$ cat config.mk
export PLATFORM = sky130hd
export DESIGN_NAME = riscuinho_control_seq_flat
export DESIGN_NICKNAME = d
export VERILOG_FILES = /design/src/rtl/riscuinho_pkg.sv /design/src/rtl/riscuinho_control_seq_if.sv /design/src/rtl/riscuinho_opcode_class.sv /design/src/rtl/riscuinho_control_seq.sv /design/src/flat_wrapper.sv
export SDC_FILE = /design/constraint.sdc
export NUM_CORES = 1
export LEC_CHECK = 0
export CORE_MARGIN = 10
export CORE_UTILIZATION = 40
export CTS_CLUSTER_SIZE = 20
export DETAILED_ROUTE_END_ITERATION = 10
export GPL_TIMING_DRIVEN = 0
export PLACE_DENSITY = 0.86
export SKIP_LAST_GASP = 1
export SYNTH_ARGS = -nofsm -noshare
export SYNTH_HDL_FRONTEND = slang
export SYNTH_HIERARCHICAL = 1
export SYNTH_SLANG_ARGS = --single-unit
$ cat constraint.sdc
create_clock -name clk -period 4.3 [get_ports clk]
set_input_delay 0.86 -clock clk [delete_from_list [all_inputs] [get_ports clk]]
set_output_delay 0.86 -clock clk [all_outputs]
set_load 0.1 [all_outputs]
$ cat src/rtl/riscuinho_pkg.sv
// Shared definitions for the RISCuinho control path: sequencer states, RV32I
// major opcodes, writeback/next-PC select encodings and opcode classes.
package riscuinho_pkg;

    typedef enum logic [2:0] {
        ST_FETCH  = 3'd0,
        ST_DECODE = 3'd1,
        ST_EXEC   = 3'd2,
        ST_MEM    = 3'd3,
        ST_WB     = 3'd4,
        ST_HALT   = 3'd5
    } seq_state_e;

    localparam logic [6:0] OPC_LUI      = 7'b0110111;
    localparam logic [6:0] OPC_AUIPC    = 7'b0010111;
    localparam logic [6:0] OPC_JAL      = 7'b1101111;
    localparam logic [6:0] OPC_JALR     = 7'b1100111;
    localparam logic [6:0] OPC_BRANCH   = 7'b1100011;
    localparam logic [6:0] OPC_LOAD     = 7'b0000011;
    localparam logic [6:0] OPC_STORE    = 7'b0100011;
    localparam logic [6:0] OPC_OP_IMM   = 7'b0010011;
    localparam logic [6:0] OPC_OP       = 7'b0110011;
    localparam logic [6:0] OPC_MISC_MEM = 7'b0001111;
    localparam logic [6:0] OPC_SYSTEM   = 7'b1110011;

    localparam logic [1:0] RD_SRC_ALU  = 2'b00;
    localparam logic [1:0] RD_SRC_LOAD = 2'b01;
    localparam logic [1:0] RD_SRC_PC4  = 2'b10;
    localparam logic [1:0] RD_SRC_IMM  = 2'b11;

    localparam logic [1:0] PC_SRC_PC4    = 2'b00;
    localparam logic [1:0] PC_SRC_PC_IMM = 2'b01;
    localparam logic [1:0] PC_SRC_RS1    = 2'b10;

    typedef enum logic [3:0] {
        CLS_OP,
        CLS_OP_IMM,
        CLS_LUI,
        CLS_AUIPC,
        CLS_JAL,
        CLS_JALR,
        CLS_BRANCH,
        CLS_LOAD,
        CLS_STORE,
        CLS_FENCE,
        CLS_SYSTEM,
        CLS_CSR,
        CLS_ILLEGAL
    } opc_class_e;

    function automatic logic [1:0] wb_source(input opc_class_e cls);
        case (cls)
            CLS_LOAD:          return RD_SRC_LOAD;
            CLS_JAL, CLS_JALR: return RD_SRC_PC4;
            CLS_LUI, CLS_CSR:  return RD_SRC_IMM;
            default:           return RD_SRC_ALU;
        endcase
    endfunction

    function automatic logic [1:0] wb_pc_source(input opc_class_e cls);
        case (cls)
            CLS_JAL:  return PC_SRC_PC_IMM;
            CLS_JALR: return PC_SRC_RS1;
            default:  return PC_SRC_PC4;
        endcase
    endfunction

endpackage

$ cat src/rtl/riscuinho_control_seq_if.sv
// Instruction/data memory request-ready handshake between the sequencer
// (master) and the memory side (slave).
interface riscuinho_control_seq_if;
    logic imem_req;
    logic imem_ready;
    logic dmem_req;
    logic dmem_we;
    logic dmem_ready;

    modport master (
        output imem_req,
        output dmem_req,
        output dmem_we,
        input  imem_ready,
        input  dmem_ready
    );

    modport slave (
        input  imem_req,
        input  dmem_req,
        input  dmem_we,
        output imem_ready,
        output dmem_ready
    );
endinterface

$ cat src/rtl/riscuinho_opcode_class.sv
// Combinational RV32I opcode classifier; shared by the control sequencer and
// the instruction-table trace monitor.
module riscuinho_opcode_class
    import riscuinho_pkg::*;
(
    input  logic [6:0] opcode,
    input  logic [2:0] funct3,
    output opc_class_e cls,
    output logic       legal
);

    always_comb begin
        cls   = CLS_ILLEGAL;
        legal = 1'b1;
        case (opcode)
            OPC_OP:       cls = CLS_OP;
            OPC_OP_IMM:   cls = CLS_OP_IMM;
            OPC_LUI:      cls = CLS_LUI;
            OPC_AUIPC:    cls = CLS_AUIPC;
            OPC_JAL:      cls = CLS_JAL;
            OPC_JALR:     cls = CLS_JALR;
            OPC_BRANCH:   cls = CLS_BRANCH;
            OPC_LOAD:     cls = CLS_LOAD;
            OPC_STORE:    cls = CLS_STORE;
            OPC_MISC_MEM: cls = CLS_FENCE;
            // funct3 == 0 is ECALL/EBREAK; every other SYSTEM encoding is a CSR op
            OPC_SYSTEM:   cls = (funct3 == 3'd0) ? CLS_SYSTEM : CLS_CSR;
            default: begin
                cls   = CLS_ILLEGAL;
                legal = 1'b0;
            end
        endcase
    end

endmodule

$ cat src/rtl/riscuinho_control_seq.sv
// Multicycle FETCH/DECODE/EXEC/MEM/WB control sequencer for RISCuinho.
// Define RISCUINHO_TRACE_EN to expose state/retire and the instret counter.
module riscuinho_control_seq
    import riscuinho_pkg::*;
#(
    parameter logic [2:0] RESET_STATE = 3'd0
) (
    input  logic                           clk,
    input  logic                           rst,
    input  logic [6:0]                     opcode,
    input  logic [2:0]                     funct3,
    input  logic [4:0]                     rd_sel,
    input  logic                           branch_taken,
    riscuinho_control_seq_if.master        bus,
    output logic                           ir_we,
    output logic                           rf_we,
    output logic [1:0]                     rd_data_sel,
    output logic                           pc_we,
    output logic [1:0]                     pc_sel,
    output logic [2:0]                     state,
    output logic                           halted,
    output logic                           illegal,
    output logic                           retire
`ifdef RISCUINHO_TRACE_EN
    ,
    output logic [31:0]                    instret
`endif
);

    seq_state_e state_q;
    seq_state_e state_d;
    opc_class_e cls;
    logic       legal;
    logic       imem_req_c;
    logic       dmem_req_c;
    logic       dmem_we_c;
    logic       set_halt;
    logic       set_illegal;

    riscuinho_opcode_class u_opcode_class (
        .opcode (opcode),
        .funct3 (funct3),
        .cls    (cls),
        .legal  (legal)
    );

    always_comb begin
        state_d     = state_q;
        imem_req_c  = 1'b0;
        dmem_req_c  = 1'b0;
        dmem_we_c   = 1'b0;
        ir_we       = 1'b0;
        rf_we       = 1'b0;
        rd_data_sel = RD_SRC_ALU;
        pc_we       = 1'b0;
        pc_sel      = PC_SRC_PC4;
        set_halt    = 1'b0;
        set_illegal = 1'b0;

        case (state_q)
            ST_FETCH: begin
                imem_req_c = 1'b1;
                if (bus.imem_ready) begin
                    ir_we   = 1'b1;
                    state_d = ST_DECODE;
                end
            end
            ST_DECODE: begin
                if (!legal) begin
                    set_illegal = 1'b1;
                    state_d     = ST_HALT;
                end else if (cls == CLS_SYSTEM) begin
                    set_halt = 1'b1;
                    state_d  = ST_HALT;
                end else begin
                    state_d = ST_EXEC;
                end
            end
            ST_EXEC: begin
                if (cls == CLS_BRANCH) begin
                    pc_we   = 1'b1;
                    pc_sel  = branch_taken ? PC_SRC_PC_IMM : PC_SRC_PC4;
                    state_d = ST_FETCH;
                end else if (cls == CLS_LOAD || cls == CLS_STORE) begin
                    state_d = ST_MEM;
                end else begin
                    state_d = ST_WB;
                end
            end
            ST_MEM: begin
                dmem_req_c = 1'b1;
                dmem_we_c  = (cls == CLS_STORE);
                if (bus.dmem_ready) begin
                    if (cls == CLS_STORE) begin
                        pc_we   = 1'b1;
                        state_d = ST_FETCH;
                    end else begin
                        state_d = ST_WB;
                    end
                end
            end
            ST_WB: begin
                rf_we       = (rd_sel != '0);
                rd_data_sel = wb_source(cls);
                pc_we       = 1'b1;
                pc_sel      = wb_pc_source(cls);
                state_d     = ST_FETCH;
            end
            ST_HALT: begin
                state_d = ST_HALT;
            end
            default: begin
                state_d = ST_FETCH;
            end
        endcase

        // reset wins over every strobe so abandoned requests drop immediately
        if (rst) begin
            imem_req_c  = 1'b0;
            dmem_req_c  = 1'b0;
            dmem_we_c   = 1'b0;
            ir_we       = 1'b0;
            rf_we       = 1'b0;
            rd_data_sel = RD_SRC_ALU;
            pc_we       = 1'b0;
            pc_sel      = PC_SRC_PC4;
            set_halt    = 1'b0;
            set_illegal = 1'b0;
        end
    end

    assign bus.imem_req = imem_req_c;
    assign bus.dmem_req = dmem_req_c;
    assign bus.dmem_we  = dmem_we_c;

    always_ff @(posedge clk) begin
        if (rst) begin
            state_q <= seq_state_e'(RESET_STATE);
            halted  <= 1'b0;
            illegal <= 1'b0;
        end else begin
            state_q <= state_d;
            if (set_halt)    halted  <= 1'b1;
            if (set_illegal) illegal <= 1'b1;
        end
    end

`ifdef RISCUINHO_TRACE_EN
    // Retirement coincides with pc_we, except ECALL/EBREAK which retire in DECODE.
    assign retire = pc_we | set_halt;
    assign state  = state_q;

    always_ff @(posedge clk) begin
        if (rst) begin
            instret <= '0;
        end else if (retire) begin
            instret <= instret + 32'd1;
        end
    end
`else
    assign retire = 1'b0;
    assign state  = '0;
`endif

endmodule

$ cat src/flat_wrapper.sv
// flat-port wrapper written by rule: the top's interface ports become plain ports
module riscuinho_control_seq_flat import riscuinho_pkg::*;
#(
    parameter logic [2:0] RESET_STATE = 3'd0
)
  (clk, rst, opcode, funct3, rd_sel, branch_taken, ir_we, rf_we, rd_data_sel, pc_we, pc_sel, state, halted, illegal, retire, bus_imem_req, bus_dmem_req, bus_dmem_we, bus_imem_ready, bus_dmem_ready);
  riscuinho_control_seq_if bus_i ();
  input  logic clk;
  input  logic rst;
  input  logic [6:0] opcode;
  input  logic [2:0] funct3;
  input  logic [4:0] rd_sel;
  input  logic branch_taken;
  output logic ir_we;
  output logic rf_we;
  output logic [1:0] rd_data_sel;
  output logic pc_we;
  output logic [1:0] pc_sel;
  output logic [2:0] state;
  output logic halted;
  output logic illegal;
  output logic retire;
  output wire logic [$bits(bus_i.imem_req)-1:0] bus_imem_req;
  output wire logic [$bits(bus_i.dmem_req)-1:0] bus_dmem_req;
  output wire logic [$bits(bus_i.dmem_we)-1:0] bus_dmem_we;
  input wire logic [$bits(bus_i.imem_ready)-1:0] bus_imem_ready;
  input wire logic [$bits(bus_i.dmem_ready)-1:0] bus_dmem_ready;
  assign bus_imem_req = bus_i.imem_req;
  assign bus_dmem_req = bus_i.dmem_req;
  assign bus_dmem_we = bus_i.dmem_we;
  assign bus_i.imem_ready = bus_imem_ready;
  assign bus_i.dmem_ready = bus_dmem_ready;
  riscuinho_control_seq #(.RESET_STATE(RESET_STATE)) u_core (.clk(clk), .rst(rst), .opcode(opcode), .funct3(funct3), .rd_sel(rd_sel), .branch_taken(branch_taken), .bus(bus_i), .ir_we(ir_we), .rf_we(rf_we), .rd_data_sel(rd_data_sel), .pc_we(pc_we), .pc_sel(pc_sel), .state(state), .halted(halted), .illegal(illegal), .retire(retire));
endmodule
## Word level (Yosys, flattened, before mapping)

Index checks and enable logic that the tools add are counted.

- Reductions and logical operators: 8
- Equal/unequal tests: 26
- Multiplexer cells: 42

Operator list:

| operator | number |
|---|---|
| 4-bit one-hot mux with 11 select lines | 1 |
| 7-bit equality test (second input constant) | 4 |
| 1-bit two-way mux | 25 |
| 7-bit by 6-bit equality test with 1-bit output (second input constant) | 3 |
| 3-bit two-way mux | 7 |
| 4-bit by 3-bit equality test with 1-bit output (second input constant) | 4 |
| 3-bit one-hot mux with 5 select lines | 1 |
| 7-bit by 5-bit equality test with 1-bit output (second input constant) | 2 |
| 4-bit equality test (second input constant) | 3 |
| 11-bit OR reduction | 1 |
| 2-bit two-way mux | 4 |
| 2-bit one-hot mux with 2 select lines | 2 |
| 7-bit by 2-bit equality test with 1-bit output (second input constant) | 1 |
| 7-bit by 4-bit equality test with 1-bit output (second input constant) | 1 |
| 3-bit by 2-bit equality test with 1-bit output (second input constant) | 2 |
| 3-bit equality test (second input constant) | 2 |
| 3-bit logical NOT | 2 |
| 2-bit one-hot mux with 3 select lines | 1 |
| 5-bit nonzero test | 1 |
| 4-bit by 2-bit equality test with 1-bit output (second input constant) | 1 |
| 2-bit inequality test (second input constant) | 2 |
| 2-bit OR reduction | 2 |
| 3-bit by 1-bit equality test with 1-bit output (second input constant) | 1 |
| 1-bit one-hot mux with 3 select lines | 1 |
| 2 further kinds | 2 |

- Output and inout port bits: 16
- Word-level logic and storage cells: 79
- Input bits: 20
- Bits in registers: 5

## Logic depth before layout (Yosys ltp)

Gate-level depths: netlist of the first run.

- Depth after elaboration: 8
- Gate-level depth with buffers: 9
- Mapped depth without buffers: 7

## Cells and area by module

The synthesis of the first run kept the hierarchy.

By module, submodules not included:

| module | cells each | sequential area each (um^2) | times used | area each (um^2) |
|---|---|---|---|---|
| riscuinho_control_seq | 75 | 100.1 | 1 | 525.5 |
| riscuinho_opcode_class | 36 | 0.0 | 1 | 250.2 |

## Worst setup path after synthesis of the first run

OpenSTA, ideal clock, no wires.

- Path type: input to output
- Start point: input port opcode[5]
- End point: output port pc_we
- Setup slack: -1913 ps
- Data required time: 3440 ps
- Arrival time: 5353 ps
- Cell stages on the path: 9
- Path buffers: 2
- Cells stage by stage: buf_2 -> nor3_1 -> a211oi_1 -> a2111oi_2 -> buf_6 -> inv_2 -> or3_1 -> o31a_1 -> o41ai_1

- Word-level cells in the longest chain between the ends: 7
- Elaborated cells between the ends (all ways): 19
- Classes of those cells: 13 x eq/ne; 6 x mux

RTL lines:

| item | RTL line | RTL |
|---|---|---|
| from (decl) | flat_wrapper.sv:10 | `input logic [6:0] opcode;` |
| 7-bit equality test (tied with other cells) | riscuinho_opcode_class.sv:15 | `case (opcode)` |
| 4-bit one-hot mux with 11 select lines (*) | riscuinho_opcode_class.sv:15 |  |
| net u_core.cls[1] | riscuinho_control_seq.sv:32 | `opc_class_e cls;` |
| 4-bit equality test | riscuinho_control_seq.sv:94 | `if (cls == CLS_STORE) begin` |
| 1-bit two-way mux | riscuinho_control_seq.sv:94 |  |
| 1-bit two-way mux | riscuinho_control_seq.sv:93 | `if (bus.dmem_ready) begin` |
| 1-bit one-hot mux with 3 select lines (*) | riscuinho_control_seq.sv:60 | `case (state_q)` |
| 1-bit two-way mux (*) | riscuinho_control_seq.sv:118 | `if (rst) begin` |
| to (decl) | flat_wrapper.sv:17 | `output logic pc_we;` |

The timed path passes the listed nets; every way through them passes the cells marked *.

## Worst setup path after layout of the first run

- Start point: input port opcode[1]
- End point: output port bus_dmem_we

- Word-level cells in the longest chain between the ends: 5
- Elaborated cells between the ends (all ways): 15
- Classes of those cells: 12 x eq/ne; 3 x mux

RTL lines:

| item | RTL line | RTL |
|---|---|---|
| 7-bit equality test (tied with other cells) | riscuinho_opcode_class.sv:15 |  |
| 4-bit one-hot mux with 11 select lines (*) | riscuinho_opcode_class.sv:15 |  |
| net u_core.cls[2] | riscuinho_control_seq.sv:32 |  |
| 4-bit equality test (*) | riscuinho_control_seq.sv:92 | `dmem_we_c = (cls == CLS_STORE);` |
| 1-bit two-way mux (*) | riscuinho_control_seq.sv:60 |  |
| 1-bit two-way mux (*) | riscuinho_control_seq.sv:118 |  |
| to (decl) | flat_wrapper.sv:25 | `output wire logic [$bits(bus_i.dmem_we)-1:0] bus_dmem_we;` |

Marks and branches as above.

==> results of run 1 <==
[area by class of cell]
| cell class | count | area (sq um) | share of cell area |
|---|---|---|---|
| Sequential cell | 5 | 100 | 0.0847 |
| Buffer | 14 | 93.8 | 0.0794 |
| Timing Repair Buffer | 25 | 236 | 0.200 |
| Tap cell | 25 | 31.3 | 0.0265 |
| Multi-Input combinational cell | 90 | 676 | 0.571 |
| Inverter | 5 | 18.8 | 0.0159 |
| Clock buffer | 4 | 26.3 | 0.0222 |
[worst max-delay path by stage]
stage                     startpoint          end
after floorplan            opcode[2]        pc_we
after global placement     opcode[1]        pc_we
after detailed placement   opcode[1]        pc_we
after CTS                  opcode[1]        pc_we
after global routing       opcode[0]        pc_we
final                      opcode[1]  bus_dmem_we
[worst min-delay path: stages, from the launching register on]
cell and delay, ns:
dfxtp_1 0.32, a21oi_1 0.04, nor2_1 0.08
[through the flow]
stage	cells	utilization	setup TNS (ns)	setup slack, ns
after floorplan	114	-	-0.0567	-0.0567
after global routing	168	0.663	-0.185	-0.0766
after global placement	164	0.644	-3.83	-1.02
after CTS	168	0.655	-0.0636	-0.0636
after detailed placement	164	0.644	-4.35	-1.07
final	168	0.663	0	0.0586
[repair_timing]
| action | 4_1_cts | 5_1_grt |
|---|---|---|
| setup endpoints to repair | 6 | 4 |
| gates resized for setup | 25 | 8 |
| endpoints found under the hold margin | 0 | 0 |
[power by group]
part	total [mW]	leakage, nW	switching (mW)	internal, mW
clock network	0.0537	0.0150	0.0187	0.0350
registers	0.0529	0.0408	0.00313	0.0498
logic	0.128	0.391	0.0850	0.0430
[cell families after synthesis]
| kind of cell | share of synthesized area |
|---|---|
| simple gates | 0.419 |
| other cells | 0.00483 |
| compound gates | 0.281 |
| flops | 0.129 |
| buf+inv | 0.144 |
| xor+xnor | 0.0226 |
[cell usage in the layout, fill, tap and decap left out, types with 2 or more instances in the layout]
cell type,count
a21oi_1,7
buf_2,6
buf_4,6
buf_6,2
clkbuf_1,2
clkbuf_2,2
clkbuf_4,4
clkdlybuf4s50_1,19
conb_1,4
dfxtp_1,5
inv_1,3
inv_2,2
nand2_1,7
nand2b_1,4
nor2_1,15
nor2_2,2
nor2b_1,3
nor3_1,8
nor4b_4,3
or4_1,2
xnor2_1,2
[state kept, by name, summed over array words and instances, names as in the netlist]
signal and flops:
u_core/state_q 3, u_core/illegal 1, u_core/halted 1
[layer usage]
layer	wire length, um	track usage
met1	1000	0.120
met2	1440	0.219
met3	183	0.0401
met4	10	0.0301
met5	0	0
==> flow_summary.toml, run 1 <==
[placed_design]
dp.final_hpwl_um = 2010
routabilityCongestion = 0.868
port_buffers = 25
placed_cell_area_sq_um = 1150

[critical_path]
worstSetupPathType = "in -> out"
slowest_stage = "or4b_4"
cp-end-kind = "output port"
crit_chain = "clkdlybuf4s50_1, nand2_1, a2111oi_1, a211oi_4, or4b_4, nor2_2, buf_2"
rrSetupSlack_ns = 2.90
r2r_start = "u_core/state_q[0]"
r2r_cells = 5
cp.arrival_ns = 3.38
cp_max_fo = 8
crit_buf_inv = 2
cp_top_family = "simple AND/OR/NAND/NOR gates"
cp-start-kind = "input pin"
crit_required_ns = 3.44
path_depth = 7
max_stage_delay_ns = 0.61
reg2reg_to = "u_core/state_q[0]"

[min_path]
hold_class = "reg -> reg"
holdPathEnd = "u_core/illegal"
hold_depth = 2
worstHoldStart = "u_core/illegal"

[timing]
fin_skew_ns = 0.00130
slew_headroom = 0.332
period_needed_ns = 4.24
hold_viol_final = 0
worstMarginPinSlew_ns = 0.999
rsz0062_at_grt = "yes"
period_share = 0.986
setup_violations = 0
slew_viol_final = 0
holdWs_ns = 0.484
max_freq_mhz = 236

[logic_synthesis]
synth_area_sq_um = 776
synth_top_cells_by_count = "17 x nor2_1, 9 x nor3_1, 7 x a21oi_1, 7 x nand2_1"
yosysTopAreaCellShare = 0.129
synth.avg_cell_area_sq_um = 6.99
synth_seq_cells = 5
synth-edff-count = 0
yosys-top-cells-area = "dfxtp_1 13%, nor2_1 8.2%, nor3_1 5.8%, buf_4 4.8%, a21oi_1 4.5%"
yosys.area.top_type = "dfxtp_1"
yosysMostFrequentCell = "nor2_1"
synthArstFlopShare = 0
synth-main-ff-cell = "dfxtp_1"
ys_seq_area_frac = 0.129
syn_inst = 111
synth.distinct_cells = 47
yosys_warnings = 6

[flow_run]
cap_viol_max_count = 0

[global_routing]
grt_max_degree = 11
grt_overflow_total = 0
grt_pass1_vias = 886
grt_usage = 0.117
grt_pass1_wl_um = 4080
antenna_found_initial = 0

[drt]
routed_via_density = 5.67
drtIter0Drc = 40
wire_per_inst_um = 15.7
wl_um = 2640
dr.pass1.iters = 4
vias = 952
ant_nets = 0
drc = 0

[floorplan]
initial_core_util = 0.435
die_x_um = 64.0
die_height_um = 64.0
boundaryPins = 36
fp-row-count = 15
core_sq_um = 1780
dieArea_sq_um = 4100

[final_layout]
design_area_sq_um = 1180
layout-drive-gt1-share = 0.273
area_growth_pct = 52.4
antenna-diode-count = 0
fillers = 149
nets = 164

[clocking]
htree_levels = 1
postCtsHoldBufs = 0
post-cts-setup-buffer-count = 0
clock_latency_ns = 0.24
max-clock-path-buffers = 2
root_buffer = "clkbuf_4"
numCtsBuffers = 3
numClockSinks = 5
cts_tree = "yes"
clk_pin_slew_ns = 0.04

[power]
p_leak_nw = 0.447
p_total_uw = 235
power_density_nw_per_um2 = 198
ir_worst_vdd_mv = 0.106

[status]
status = "completed"
No activity file was read; power rests on OpenSTA's default activity.
==> inputs of run 2 (changes only) <==
Settings changed: ABC_AREA from default to 1, PLACE_DENSITY 0.86 to 0.78.
==> flow_summary.toml, run 2 <==
[final_layout]
largestRegisters = "u_core/state_q: 3 flops, u_core/halted: 1 flops, u_core/illegal: 1 flops"
largest_register_ffs = 3
area_growth_pct = 44.5
final_cell_mix = "36 x nand2_1, 24 x clkdlybuf4s50_1, 19 x inv_1, 19 x nand3_1, 17 x nor2_1"
multi_input_comb_area_sq_um = 562
final_common_cell = "nand2_1"
fillers = 205
post-route-util = 0.596
antenna-diode-count = 0
design_area_sq_um = 1140
ff_latch_area_sq_um = 100
largest_register = "u_core/state_q"
nets = 207
layout-drive-gt1-share = 0.226

[logic_synthesis]
synth_area_sq_um = 792
yosys_warnings = 6
synth.distinct_cells = 23
synthArstFlopShare = 0
synth-main-ff-cell = "dfxtp_1"
synth_top_cells_by_count = "36 x nand2_1, 19 x inv_1, 19 x nand3_1"
synth.avg_cell_area_sq_um = 5.32
ys_seq_area_frac = 0.126
yosys-top-cells-area = "nand2_1 17%, dfxtp_1 13%, nand3_1 12%, inv_1 9.0%, nor2_1 8.1%"
syn_inst = 149
synth-edff-count = 0
synth_seq_cells = 5
yosysTopAreaCellShare = 0.171
yosys.area.top_type = "nand2_1"
yosysMostFrequentCell = "nand2_1"

[drt]
dr.pass1.iters = 4
ant_nets = 0
routed_via_density = 4.66
drtIter0Drc = 50
vias = 993
drc = 0
wire_per_inst_um = 10.6
wl_um = 2260

[floorplan]
initial_core_util = 0.412
boundaryPins = 36
die_height_um = 64.5
core_sq_um = 1920
fp-row-count = 16
dieArea_sq_um = 4160
die_x_um = 64.5

[power]
p_leak_nw = 0.592
ir_worst_vdd_mv = 0.334
power_density_nw_per_um2 = 317
p_total_uw = 363

[critical_path]
cp_max_fo = 5
max_stage_delay_ns = 0.57
cp.arrival_ns = 3.19
crit_buf_inv = 3
cpMostUsedCell = "nand2_1"
slowest_stage = "clkdlybuf4s15_2"
cp-start-kind = "input pin"
crit_chain = "clkdlybuf4s50_1, inv_2, nand2_1, nor2_4, nand2_1, nand3_1, o21bai_1, nand2_1, nor2_1, nand3_1, a21oi_1, clkdlybuf4s15_2"
crit_required_ns = 3.44
cp_top_family = "buffers and inverters"
worstSetupPathType = "in -> out"
cp-end-kind = "output port"

[placed_design]
routabilityCongestion = 0.853
placed_cell_area_sq_um = 1140
port_buffers = 30
dp.final_hpwl_um = 2030

[min_path]
hold_class = "reg -> reg"

[global_routing]
grt_overflow_total = 0
grt_util_met1 = 0.125
antenna_found_initial = 0
grt_pass1_wl_um = 3880
top_usage_layer = "met2"
grt_pass1_vias = 953
grt_max_degree = 11
grtUsageMet3 = 0.0137
use_met2 = 0.192
grt_usage = 0.104

[status]
status = "completed"

[timing]
hold_viol_final = 0
finalSetupTns_ns = 0
rsz0062_at_grt = "no"
max_freq_mhz = 247
setup_violations = 0
slew_headroom = 0.348
slew_viol_final = 0
holdWs_ns = 0.466
period_share = 0.941
fin_skew_ns = 0.000270
period_needed_ns = 4.05
worstMarginPinSlew_ns = 0.974

[flow_run]
cap_viol_max_count = 0

[clocking]
numCtsBuffers = 3
clk_pin_slew_ns = 0.04
cts_tree = "yes"
max-clock-path-buffers = 2
htree_levels = 1
root_buffer = "clkbuf_4"
numClockSinks = 5
clock_latency_ns = 0.23
postCtsHoldBufs = 0
[run 2: kinds of logic (layout without fill, tap and decap cells)]
group / Yosys count / count (layout) / synth area share
AOI/OAI and AO/OA: 10 / 10 / 0.0663
buffers and inverters: 34 / 68 / 0.185
DFF: 5 / 5 / 0.126
other: 1 / 4 / 0.00473
and+or+nand+nor: 99 / 99 / 0.618
[run 2: worst paths after layout]
path / from / end / slack [ns] / depth (start not counted)
min reg2reg: u_core/halted / u_core/halted / 0.47 / 2
min: u_core/halted / u_core/halted / 0.47 / 2
max reg2reg: u_core/state_q[0] / u_core/state_q[0] / 3.14 / 7
max: opcode[2] / pc_sel[0] / 0.25 / 12
[run 2: power by group]
part	switching [mW]	total [mW]	internal (mW)	leakage [nW]
Combinational	0.171	0.238	0.0677	0.536
Sequential	0.0157	0.0733	0.0576	0.0409
Clock	0.0166	0.0515	0.0349	0.0150
Total	0.203	0.363	0.160	0.592
[run 2: worst reg2reg max path, cell delays in order, from the launching register on]
cell     delay, ns
dfxtp_1       0.44
nand2_1       0.10
nor2_2        0.17
nand2_2       0.10
nand3_1       0.08
nor2_1        0.05
nand2_1       0.06
nand2_1       0.04
[run 2: area by class of cell]
class                           count  share of cell area
Multi-Input combinational cell    113               0.491
Timing Repair Buffer               30               0.242
Sequential cell                     5              0.0874
Buffer                              5              0.0328
Clock buffer                        4              0.0230
Inverter                           29              0.0951
Tap cell                           27              0.0295
[run 2: repair_timing]
action,4_1_cts,5_1_grt
gates resized for setup,8,10
setup endpoints to repair,6,5
buffers inserted,0,0
[run 2: metrics by stage]
step | cells | setup WS [ns]
after floorplan | 152 | 0.123
after global placement | 209 | -0.301
after detailed placement | 209 | -0.326
after CTS | 213 | -0.0396
after global routing | 213 | 0.0257
final | 213 | 0.254
[run 2: metal layers]
| layer | part of all wire | up-vias |
|---|---|---|
| li1 | - | 535 |
| met1 | 0.46 | 433 |
| met2 | 0.50 | 25 |
| met3 | 0.042 | 0 |
| met4 | 0 | 0 |
| met5 | 0 | - |
